--- config.mk ---
export PLATFORM = sky130hd
export DESIGN_NAME = sd_fifo_commit
export DESIGN_NICKNAME = d
export VERILOG_FILES = /design/src/rtl/sd_fifo_commit.sv
export SDC_FILE = /design/constraint.sdc
export NUM_CORES = 1
export LEC_CHECK = 0
export CAP_MARGIN = 20
export CORE_ASPECT_RATIO = 1.1
export CORE_UTILIZATION = 59
export DETAILED_ROUTE_END_ITERATION = 10
export HOLD_SLACK_MARGIN = 0.05
export PLACE_DENSITY = 0.79
export SETUP_SLACK_MARGIN = 0.1
export SKIP_CTS_REPAIR_TIMING = 1
export SLEW_MARGIN = 20
export SYNTH_ARGS = -nofsm -noshare
export SYNTH_HDL_FRONTEND = slang
export SYNTH_SLANG_ARGS = --single-unit
--- constraint.sdc ---
create_clock -name clk -period 2.9 [get_ports clk]
set_clock_uncertainty 0.2 [all_clocks]
set_input_delay 0.29 -clock clk [delete_from_list [all_inputs] [get_ports clk]]
set_output_delay 0.29 -clock clk [all_outputs]
set_load 0.1 [all_outputs]
--- src/rtl/sd_fifo_commit.sv ---
// Synchronous srdy/drdy FIFO with independent write-side and read-side commit/abort.
// Optional simulation checks are enabled by defining SD_FIFO_COMMIT_CHECK_EN.
module sd_fifo_commit #(
   parameter int unsigned width     = 8,
   parameter int unsigned depth     = 16,
   parameter int unsigned rd_commit = 0,
   parameter int unsigned wr_commit = 0,
   parameter int unsigned asz       = $clog2(depth),
   parameter int unsigned usz       = $clog2(depth + 1)
) (
   input  logic             clk,
   input  logic             reset,
   input  logic             c_srdy,
   output logic             c_drdy,
   input  logic             c_commit,
   input  logic             c_abort,
   input  logic [width-1:0] c_data,
   output logic [usz-1:0]   c_usage,
   output logic             p_srdy,
   input  logic             p_drdy,
   input  logic             p_commit,
   input  logic             p_abort,
   output logic [width-1:0] p_data,
   output logic [usz-1:0]   p_usage
);

   logic [asz-1:0]   wrptr_q, wrptr_d;
   logic [asz-1:0]   com_wrptr_q, com_wrptr_d;
   logic [asz-1:0]   rdptr_q, rdptr_d;
   logic [asz-1:0]   com_rdptr_q, com_rdptr_d;
   logic [width-1:0] mem [depth];

   logic             full, empty;
   logic             wr_xfer, rd_xfer, wr_en;
   logic [asz-1:0]   wr_used, rd_avail;

   // Writer sees space held by read-but-uncommitted words as occupied.
   assign full     = (wrptr_q + asz'(1)) == com_rdptr_q;
   assign empty    = rdptr_q == com_wrptr_q;
   assign c_drdy   = !full;
   assign p_srdy   = !empty;
   assign wr_xfer  = c_srdy & c_drdy;
   assign rd_xfer  = p_srdy & p_drdy;

   assign wr_used  = wrptr_q - com_rdptr_q;
   assign rd_avail = com_wrptr_q - rdptr_q;
   assign c_usage  = usz'(wr_used);
   assign p_usage  = usz'(rd_avail);
   assign p_data   = mem[rdptr_q];

   always_comb begin
      wrptr_d     = wrptr_q;
      com_wrptr_d = com_wrptr_q;
      wr_en       = 1'b0;
      if ((wr_commit != 0) && c_abort) begin
         wrptr_d = com_wrptr_q;
      end else begin
         if (wr_xfer) begin
            wr_en   = 1'b1;
            wrptr_d = wrptr_q + asz'(1);
         end
         if ((wr_commit == 0) || c_commit) begin
            com_wrptr_d = wrptr_d;
         end
      end
   end

   always_comb begin
      rdptr_d     = rdptr_q;
      com_rdptr_d = com_rdptr_q;
      if ((rd_commit != 0) && p_abort) begin
         rdptr_d = com_rdptr_q;
      end else begin
         if (rd_xfer) begin
            rdptr_d = rdptr_q + asz'(1);
         end
         if ((rd_commit == 0) || p_commit) begin
            com_rdptr_d = rdptr_d;
         end
      end
   end

   always_ff @(posedge clk) begin
      if (reset) begin
         wrptr_q     <= '0;
         com_wrptr_q <= '0;
         rdptr_q     <= '0;
         com_rdptr_q <= '0;
      end else begin
         wrptr_q     <= wrptr_d;
         com_wrptr_q <= com_wrptr_d;
         rdptr_q     <= rdptr_d;
         com_rdptr_q <= com_rdptr_d;
      end
   end

   // Storage is deliberately not reset.
   always_ff @(posedge clk) begin
      if (wr_en) begin
         mem[wrptr_q] <= c_data;
      end
   end

`ifdef SD_FIFO_COMMIT_CHECK_EN
   always_ff @(posedge clk) begin
      if (!reset) begin
         if (c_srdy && full) begin
            $display("sd_fifo_commit error: write dropped while full at %0t", $time);
         end
         if (c_commit && c_abort) begin
            $display("sd_fifo_commit error: c_commit and c_abort together at %0t", $time);
         end
         if (p_commit && p_abort) begin
            $display("sd_fifo_commit error: p_commit and p_abort together at %0t", $time);
         end
         if (32'(c_usage) > depth - 1) begin
            $display("sd_fifo_commit error: c_usage %0d out of range at %0t", c_usage, $time);
         end
      end
   end
`else
   // Checks compiled out.
`endif

endmodule

==> metrics, run 1 <==
status=finished, violations left; failing checks=negative setup slack; HP Class=primary input to flip-flop; largest net degree at the start of global routing=33; Mapped Area=roughly 0.0057 sq mm; Cell Rows=37; Avg WL per Cell=between 20 and 30 um; Final WS setup=-0.005642 ns; worst-path fanout max=12; first-pass GRT wire length=17520 um; setup_tns=-0.009119 ns; Hold Slack=around 0.31 ns; nature of the critical path startpoint=flip-flop; drt via density=approximately 6.4; maximum vdd ir drop=about 1.4 mV; number of synthesized register bits=140; delay-heaviest family, CP=multiplexers; period utilization=100.2%; hold path cells=4; Setup CP Type=flip-flop to primary output; synthesized area per cell=between 15 and 20 sq um; number of port buffers=29; PwrDens=~1100 mW/mm^2; GP Congestion=about 0.85; number of CTS-inserted buffers=17; Initial Util=61.11%; Post-synth ARST share=0%; initial DRC count=between 300 and 400; Worst R2R Path Depth=6; vias in the first global route=between 3000 and 4000; Area growth syn-to-layout=24.58%; # clock sinks=140; EDFF count, synth=about 130; Die Y=105.5 um; Clk Latency, worst-skew pair=around 0.54 ns; die width=just under 100 um; Critical Path Slowest Stage Cell=mux4_2; Post-Syn Instances=between 200 and 300; Slew headroom=between 30% and 40%; Tot Pwr=between 0.008 and 0.009 W; Top FF cell, synth=edfxtp_1; post-route DRC violation count=0; CP bufs+invs=2; worst r2r src=com_wrptr_q[1]; r2r endpoint=mem[13][3]; Root Driver=clkbuf_8; Final min period=between 2 and 3 ns; Synth cell types=40; cell mode on critical path=mux4_2; post-synthesis sequential area ratio=between 70 and 80%; core area=0.009398 sq mm; Ports=36; ANT cells=0; Hold Startpoint=p_drdy; RSZ-0062 raised after global routing=true; initial antenna violation count=0; total die area=around 0.010 sq mm; YS warnings=0; leakage power=between 2 and 2.5 nW; max_cap viols=0; TritonCTS clock tree=yes; fmax=about 340 MHz; WP data required=2.41 ns; Pins Over Slew Limit=0; max incr delay on CP=approximately 0.52 ns; clock transition at the registers of the reported paths=~0.06 ns; Post-DP HPWL=between 6000 and 7000 um; count of final setup violators=2; Routed Wire Length=12180 um; via count=between 2000 and 3000; Fin. Hold Viols=0; crit end category=primary output; grt total ovfl=0; Total GRT Usage=approximately a quarter; 1st-pass router iterations=5; worst-path cell chain=clkbuf_16 -> mux4_2 -> mux4_2 -> buf_12; htree depth=4; share of layout cells above drive strength 1=a little over a third; Clock Path Buffers=2; CP Data Arrival Time=about 2.4 ns; nets=362; DRT antenna net count=0; setup slack, reg-to-reg=between 0.1 and 0.15 ns; Least-Margin Pin Slew=~1.0 ns
[worst max-delay path by stage]
stage	startpoint	endpoint	slack, ns	cells after the start
floorplan	com_wrptr_q[0]	mem[6][0]	0.06	6
global placement	com_wrptr_q[1]	mem[0][6]	0.18	6
detailed placement	com_wrptr_q[1]	mem[2][2]	0.13	6
CTS	flip-flop	p_data[3]	-0.20	4
global route	flip-flop	p_data[5]	-0.08	4
finish	flip-flop	p_data[2]	-0.006	4
[report_power, final]
part	internal [W]	total, W	switching [W]	leakage [nW]
sequential	0.00233	0.00239	0.0000627	1.25
clock	0.00148	0.00231	0.000825	0.305
combinational	0.00128	0.00342	0.00213	0.807
[cells in the mapped netlist, drive strengths merged (2+ instances only)]
master / number / area, sq um
edfxtp: 128 / 3844
mux4: 40 / 900.9
nor2: 18 / 67.56
buf: 16 / 110.1
dfxtp: 12 / 240.2
ha: 8 / 100.1
inv: 8 / 30.03
nor3: 7 / 35.03
o211ai: 6 / 50.05
xor2: 6 / 71.32
nand2: 4 / 15.01
nand3: 4 / 20.02
xnor2: 4 / 42.55
and3: 3 / 18.77
clkbuf: 3 / 11.26
nand2b: 3 / 18.77
a21oi: 2 / 10.01
[layer usage]
metal  share of wire (%)  wire [um]  vias to the layer above  GRT usage (%)
met2                  53       6498                      167          40.93
met4                 1.5        182                        0          9.168
li1                    -          -                     1255              -
met1                  38       4635                     1527          33.74
met3                 7.1        865                       19          8.586
met5                   0          0                        -              0
[kinds of logic (layout without fill, tap and decap cells)]
kind of cell             Yosys count  after routing  share of synthesized area, %
flip-flops                       140            140                         71.11
AND/OR/NAND/NOR                   44             44                         3.617
multiplexers                      42             42                         16.12
buffers and inverters             27             87                         2.636
AO/OA/AOI/OAI                     15             15                         1.983
XOR/XNOR                          11             11                         2.375
adder cells (fa/ha/maj)            9              9                         2.092
other                              1              2                       0.06530
[state kept, by name, indices dropped and copies added (netlist names), named ones only]
register and count:
mem 128, com_wrptr_q 4, com_rdptr_q 4
[stage by stage]
step           utilization [%]  worst slack (ns)  instances  area [sq um]
2_1_floorplan                -           0.05701        290          5799
3_3_place_gp             67.87            0.1760        428          6379
3_5_place_dp             67.87            0.1294        428          6379
4_1_cts                  74.65           -0.2036        460          7015
5_1_grt                  76.13          -0.07590        467          7154
6_report                 76.13         -0.005642        467          7154
[cell type report]
type / count / area [sq um]
clock buffer: 17 / 414.1
clock inverter: 15 / 222.7
fill: 497 / 2243
inverter: 8 / 30.03
multi-input combinational: 123 / 1612
sequential: 140 / 4089
tap: 117 / 146.4
timing repair buffer: 47 / 640.6
[placed cells by master (no fill, tap or decap), types with 2 or more instances in the layout]
| cell | synthesis | routed |
|---|---|---|
| and3_1 | 3 | 3 |
| buf_12 | 0 | 18 |
| buf_4 | 7 | 16 |
| bufinv_16 | 0 | 5 |
| clkbuf_16 | 0 | 18 |
| clkdlybuf4s50_1 | 0 | 11 |
| clkinv_2 | 0 | 2 |
| clkinv_4 | 0 | 5 |
| clkinvlp_4 | 0 | 2 |
| conb_1 | 1 | 2 |
| dfxtp_1 | 12 | 10 |
| edfxtp_1 | 128 | 128 |
| ha_1 | 8 | 7 |
| inv_1 | 8 | 8 |
| mux4_2 | 40 | 40 |
| nand2_1 | 4 | 4 |
| nand2b_1 | 3 | 3 |
| nand3_1 | 4 | 4 |
| nor2_1 | 18 | 12 |
| nor2_2 | 0 | 6 |
| nor3_1 | 7 | 4 |
| nor3_4 | 0 | 3 |
| o211ai_1 | 5 | 5 |
| xnor2_1 | 3 | 2 |
| xor2_1 | 5 | 4 |
| xor2_4 | 1 | 2 |
[tightest hold or removal path, cell delays in order]
cell and delay (ns):
clkdlybuf4s50_1 0.44, o211ai_1 0.11, xnor2_1 0.12, nor2_1 0.04
(Power assumes the default switching activity.)
==> inputs of run 2 (changes only) <==
Settings changed: GPL_ROUTABILITY_DRIVEN set to 0.
==> results of run 2 <==
The final DEF is identical to that of run 1; final timing and power are the same.
